File: config.mk
export PLATFORM = sky130hd
export DESIGN_NAME = bcd_display_scan
export DESIGN_NICKNAME = d
export VERILOG_FILES = /design/src/rtl/bcd_display_scan.sv
export SDC_FILE = /design/constraint.sdc
export NUM_CORES = 1
export LEC_CHECK = 0
export CAP_MARGIN = 20
export CORE_MARGIN = 10
export CORE_UTILIZATION = 34
export DETAILED_ROUTE_END_ITERATION = 8
export GPL_ROUTABILITY_DRIVEN = 0
export GPL_TIMING_DRIVEN = 0
export PLACE_DENSITY_LB_ADDON = 0.08
export SYNTH_ARGS = -nofsm -noshare
export SYNTH_HDL_FRONTEND = slang
export SYNTH_SLANG_ARGS = --single-unit
File: constraint.sdc
create_clock -name clk -period 2.7 [get_ports clk]
set_clock_uncertainty 0.05 [all_clocks]
set_input_delay 0.27 -clock clk [delete_from_list [all_inputs] [get_ports clk]]
set_output_delay 0.27 -clock clk [all_outputs]
set_load 0.02 [all_outputs]
File: src/rtl/bcd_display_scan.sv
// Four-digit multiplexed 7-segment scanner with a frame-synchronous shadow register.
// Optional leading-zero blanking is enabled by defining BCD_SCAN_LZB_EN.
module bcd_display_scan #(
  parameter int SCAN_DIV = 50000,
  parameter int GUARD    = 2
) (
  input  logic        clk,
  input  logic        reset,
  input  logic [15:0] digits,
  output logic [3:0]  an,
  output logic [6:0]  seg,
  output logic        frame_tick
);

  localparam int             CW      = $clog2(SCAN_DIV);
  localparam logic [CW-1:0]  CNT_MAX = CW'(SCAN_DIV - 1);
  localparam logic [CW-1:0]  GUARD_C = CW'(GUARD);

  logic [CW-1:0] cnt;
  logic [1:0]    idx;
  logic [15:0]   shadow;
  logic          slot_end;
  logic          frame_end;
  logic [3:0]    nibble;
  logic [3:0]    an_nxt;
  logic [6:0]    seg_nxt;

  function automatic logic [6:0] seg_decode(input logic [3:0] d);
    logic [6:0] s;
    case (d)
      4'd0:    s = 7'h40;
      4'd1:    s = 7'h79;
      4'd2:    s = 7'h24;
      4'd3:    s = 7'h30;
      4'd4:    s = 7'h19;
      4'd5:    s = 7'h12;
      4'd6:    s = 7'h02;
      4'd7:    s = 7'h78;
      4'd8:    s = 7'h00;
      4'd9:    s = 7'h10;
      default: s = 7'h3F;
    endcase
    return s;
  endfunction

`ifdef BCD_SCAN_LZB_EN
  // Blank a digit when it and every digit to its left are zero; digit 0 always shows.
  function automatic logic lz_blank(input logic [1:0] i, input logic [15:0] sh);
    logic b;
    case (i)
      2'd3:    b = (sh[15:12] == 4'd0);
      2'd2:    b = (sh[15:8]  == 8'd0);
      2'd1:    b = (sh[15:4]  == 12'd0);
      default: b = 1'b0;
    endcase
    return b;
  endfunction
`endif

  // Stage 0: decode the slot from the pre-edge cnt/idx/shadow state
  always_comb begin
    slot_end  = (cnt == CNT_MAX);
    frame_end = slot_end && (idx == 2'd3);
    case (idx)
      2'd0:    nibble = shadow[3:0];
      2'd1:    nibble = shadow[7:4];
      2'd2:    nibble = shadow[11:8];
      default: nibble = shadow[15:12];
    endcase
    an_nxt  = 4'b1111;
    seg_nxt = 7'h7F;
    if (cnt >= GUARD_C) begin
      an_nxt[idx] = 1'b0;
`ifdef BCD_SCAN_LZB_EN
      seg_nxt = lz_blank(idx, shadow) ? 7'h7F : seg_decode(nibble);
`else
      seg_nxt = seg_decode(nibble);
`endif
    end
  end

  // Stage 1: scan state, shadow load and registered display outputs
  always_ff @(posedge clk or negedge reset) begin
    if (!reset) begin
      cnt        <= '0;
      idx        <= 2'd0;
      shadow     <= 16'h0000;
      an         <= 4'b1111;
      seg        <= 7'h7F;
      frame_tick <= 1'b0;
    end else begin
      cnt <= slot_end ? '0 : cnt + 1'b1;
      if (slot_end) idx <= idx + 2'd1;
      if (frame_end) shadow <= digits;
      an         <= an_nxt;
      seg        <= seg_nxt;
      frame_tick <= frame_end;
    end
  end

endmodule

# Yosys cells after proc, flatten, opt, wreduce, memory -nomap -nowiden
# Memory sizes are Yosys's and may differ from the RTL's.
# Index checks and enable logic that the tools add are counted.
[word_totals] ramBits=0 output_inout_bits=12 rom_bits=112 latchBits=0 elab_cells=26 regBits=46 in_bits=18 memories=1
[classes] n_mul=0 n_shift=0 reduce_logical=3 n_mux=6 bitwise=1 order_cmp=3 add_sub_neg=2 div_mod_pow=0 eq_ne=4
[memory_table] name="(no name shown)" depth=16 word_bits=7 read_ports=1 rd_clocked_by_memory_dff=0 write_ports=0 line="30" source="case (d)"
[ops] op="adder 16 x 1 -> 16 bit, second input constant" count=1
[ops] op="equality test 16 bit, second input constant" count=1
[ops] op=">= comparator 16 x 2 -> 1 bit, second input constant" count=1
[ops] op="2-to-1 mux 16 bit" count=1
[ops] op="case mux 4 bit (3 select lines)" count=1
[ops] op="2-to-1 mux 7 bit" count=1
[ops] op="equality test 2 bit, second input constant" count=2
[ops] op="2-to-1 mux 4 bit" count=1
[ops] op="inverter 4 bit" count=1
[ops] op="less-than comparator 2 x 3 -> 1 bit, second input constant" count=1
[ops] op="adder 2 x 1 -> 2 bit, second input constant" count=1
[ops] op="demux 1 bit (select 2 bit)" count=1
[ops] op="equality test 2 x 1 -> 1 bit, second input constant" count=1
[ops] op=">= comparator 2 x 1 -> 1 bit, second input constant" count=1
[ops] op="logical AND 1 bit" count=2
[ops] op="logical NOT 2 bit" count=1
[ops] op="2-to-1 mux 1 bit" count=1

# Longest topological paths before layout
[depth] word_depth=6 ltp_mapped=9 mapped_depth_nobuf=9

# Worst setup path before layout
# No wires, ideal clock.
[synth_path] path_type="register to register" from="register idx[0]" to="register seg[3]" synth_period_minus_slack_ns=2.110 arrival_time_ns=1.958 path_stages_with_launch=9 slack_ns=0.590 n_path_buf=1 required_ns=2.547 setup_time_ns=0.103 cell_sequence="dfrtp_1 > ha_1 > clkbuf_1 > mux2i_1 > inv_1 > ha_1 > inv_1 > o21ai_0 > o2111ai_1"
[synth_via] elab_chain_len=4 word_cells_on_any_way=6 classes_between="eq/ne (2); mux (2); reduce/logical (1); memory (1)"
[synth_lines] item="start, declared" line="20" source="logic [1:0] idx;"
[synth_lines] item="start signal, assigned" line="93" source="if (slot_end) idx <= idx + 2'd1;"
[synth_lines] item="equality test 2 bit (tied with other cells)" line="64" source="case (idx)"
[synth_lines] item="case mux 4 bit (3 select lines) *" line="64"
[synth_lines] item="memory read (16 x 7 bit) *"
[synth_lines] item="2-to-1 mux 7 bit *" line="72" source="if (cnt >= GUARD_C) begin"
[synth_lines] item="named net seg_nxt[3]" line="26" source="logic [6:0] seg_nxt;"
[synth_lines] item="end signal, assigned" line="96" source="seg <= seg_nxt;"
[synth_lines] item="end, declared" line="11" source="output logic [6:0] seg,"
# The timed path passes the listed nets; every way through them passes the cells marked *.
# A chain may end at the register's enable or synchronous reset.

# Worst setup path after layout
# Ends and elaborated chain as after synthesis.

==> metrics <==
status completed; fin crit share ~91%; dominant cell type by area after synthesis dfrtp_1; Cell Area, Synth roughly 2200 sq um; library cells used by synthesis 34; share of the synthesized area in the top cell type approximately two fifths; CTS Root Cell clkbuf_8; CP max FO 6; Max Buffers Root-to-Sink 2; ANT nets after route 0; Leakage about 1.3 nW; Crit path largest cell delay roughly 450 ps; CP cell instances inv_1, ha_1, a222oi_1, mux2i_1, inv_1, ha_1, inv_1, o21ai_0, o2111ai_1; P&R area growth vs syn 23.9%; drt wl/cell around 15 um; total number of vias 1500; Worst EP required approximately 2800 ps; Worst R2R Setup Slack around 250 ps; Initial Utilization 35.1%; clock transition at the registers of the reported paths about 80 ps; vias in the first global route 1587; clock period minus final worst setup slack between 2000 and 2500 ps; Fin Setup TNS 0 ps; CP arrival 2600 ps; Final Setup Violations 0; ANT cells 0; share of layout cells above drive strength 1 between 20% and 30%; drt pass-1 iters 4; initial antenna violation count 0; sinks on the clock net 46; Post-layout nets around 260; Via density around 4.9; critical path startpoint category flip-flop; DRT Wirelength about 4.5 mm; maximum VDD drop around 0.00025 V; Worst Setup Path Type reg2reg; Slowest cell on crit path mux2i_1; HPWL Detailed approximately 3.6 mm; YS warnings 0; first-pass GRT wire length around 7.6 mm; die area 10200 sq um; final core utilization between 40 and 50%; fmax just over 0.4 GHz; Rows 29; clk_lat worst skew 290 ps; Tot GR Track Use 9.26%; detailed-route DRC error count 0; Worst Hold Class reg2reg; Final Hold Vio Count 0; number of port buffers 29; Max Cap Violations 0; RSZ-0062 raised after global routing no; Seq cells post-synth 46; io pins 30; CTS Buf Count 5; Relative slew margins between 50% and 60%; Critical Path End Type flip-flop; Cells after Synth around 190; largest cells by area after synthesis dfrtp_1, dfstp_2, mux2_4, ha_1, mux2_2; Pwr Density about 480 nW/um^2; Seq/Total Area, Yosys a little over half; Slew @ Worst Pin between 600 and 700 ps; H-Tree Depth 2; most common cell after layout, fill and taps aside dfrtp_1; syn_nets ~220; Syn Area/Cell 11.8 sq um; final slew viol count 0; Overflow after GRT 0; TritonCTS clock tree yes; most frequent cells in the layout dfrtp_1, clkdlybuf4s50_1, inv_1, nor2_1; Die Ht slightly above 100 um; core area approximately 6300 sq um; pin count of the biggest net entering global routing 25; Die X-Extent around 100 um; cell mode on critical path inv_1; initial drt markers 37
-- final cells by class --
type | instances | area (sq um)
fillers | 579 | 3590
flip-flops and latches | 46 | 1160
multi-input cells | 124 | 990
repair buffers | 31 | 323
clock buffers | 8 | 110
well taps | 77 | 96.3
inverters | 14 | 52.6
plain buffers | 5 | 27.5
-- synthesized netlist by cell type --
cell type,instances
dfrtp_1,35
inv_1,14
nor2_1,13
dfstp_2,11
nand2_1,11
ha_1,10
mux2_4,10
mux2_2,9
nand3_1,9
o21ai_0,7
xor2_1,7
xnor2_1,6
nor4_1,5
a222oi_1,4
and3_1,4
mux2i_1,4
a21oi_1,3
clkbuf_1,3
nand4_1,3
nor3_1,3
or2_2,3
a211oi_1,2
o2111ai_1,2
a31oi_1,1
and2_1,1
and2_4,1
buf_2,1
buf_6,1
nand3_2,1
nand3_4,1
nor3_4,1
nor3b_1,1
o21a_1,1
o311ai_0,1
-- worst max-delay path: cells and delay by family, from the launching register on --
family,cells,cell delay (ps)
flops,1,420
fa+ha+maj,2,620
buf+inv,3,300
mux,1,450
compound gates,3,500
-- through the flow --
step	area, sq um	cells	total power [mW]	setup slack [ps]	hold WS (ps)
floorplan	2230	189	0.787	590	-75.6
global placement	2620	295	0.850	198	423
detailed placement	2640	296	0.858	145	238
CTS	2760	305	1.34	124	452
global route	2760	305	1.38	93.6	473
finish	2760	305	1.32	245	444
-- path summary, 6_finish.rpt --
| path | startpoint | cells past startpoint | end |
|---|---|---|---|
| worst max-delay path | idx[0] | 9 | seg[3] |
| worst min-delay path | cnt[0] | 1 | cnt[0] |
| worst max register to register | idx[0] | 9 | seg[3] |
| worst min register to register | cnt[0] | 1 | cnt[0] |
| max in group asynchronous | reset | 3 | shadow[12] |
| min in group asynchronous | reset | 2 | cnt[13] |
-- kinds of logic after synthesis --
group                    share of synthesized area (%)
XOR/XNOR                                          5.10
multiplexers                                      13.1
AND/OR/NAND/NOR                                   13.9
adder cells (fa/ha/maj)                           5.61
buffers and inverters                             3.59
flip-flops                                        52.2
AO/OA/AOI/OAI                                     6.51
-- power breakdown --
group | internal (mW) | total [mW] | leakage (nW) | switching, mW
registers | 0.715 | 0.725 | 0.553 | 0.00940
clock network | 0.258 | 0.476 | 0.0575 | 0.218
logic | 0.0650 | 0.119 | 0.648 | 0.0543
total | 1.04 | 1.32 | 1.26 | 0.281
-- metal layers --
metal	share of wire (%)	routed length (um)	GRT usage, %
met3	7.2	326	4.05
met1	47	2110	11.7
met2	45	2050	13.7
met5	0	0	0
met4	1.1	51	3.32
-- flip-flops by register name, indices dropped and copies added (netlist names) --
register    flops
seg             7
an              4
cnt            16
idx             2
shadow         16
frame_tick      1
-- what timing repair did --
item / in CTS / in global routing
endpoints found under the hold margin: 12 / 0
resized for setup: 0 / 1
hold buffers: 1 / 0
endpoints found under the setup margin: 0 / 1
buffers inserted: 0 / 0
No activity file was read; power rests on OpenSTA's default activity.
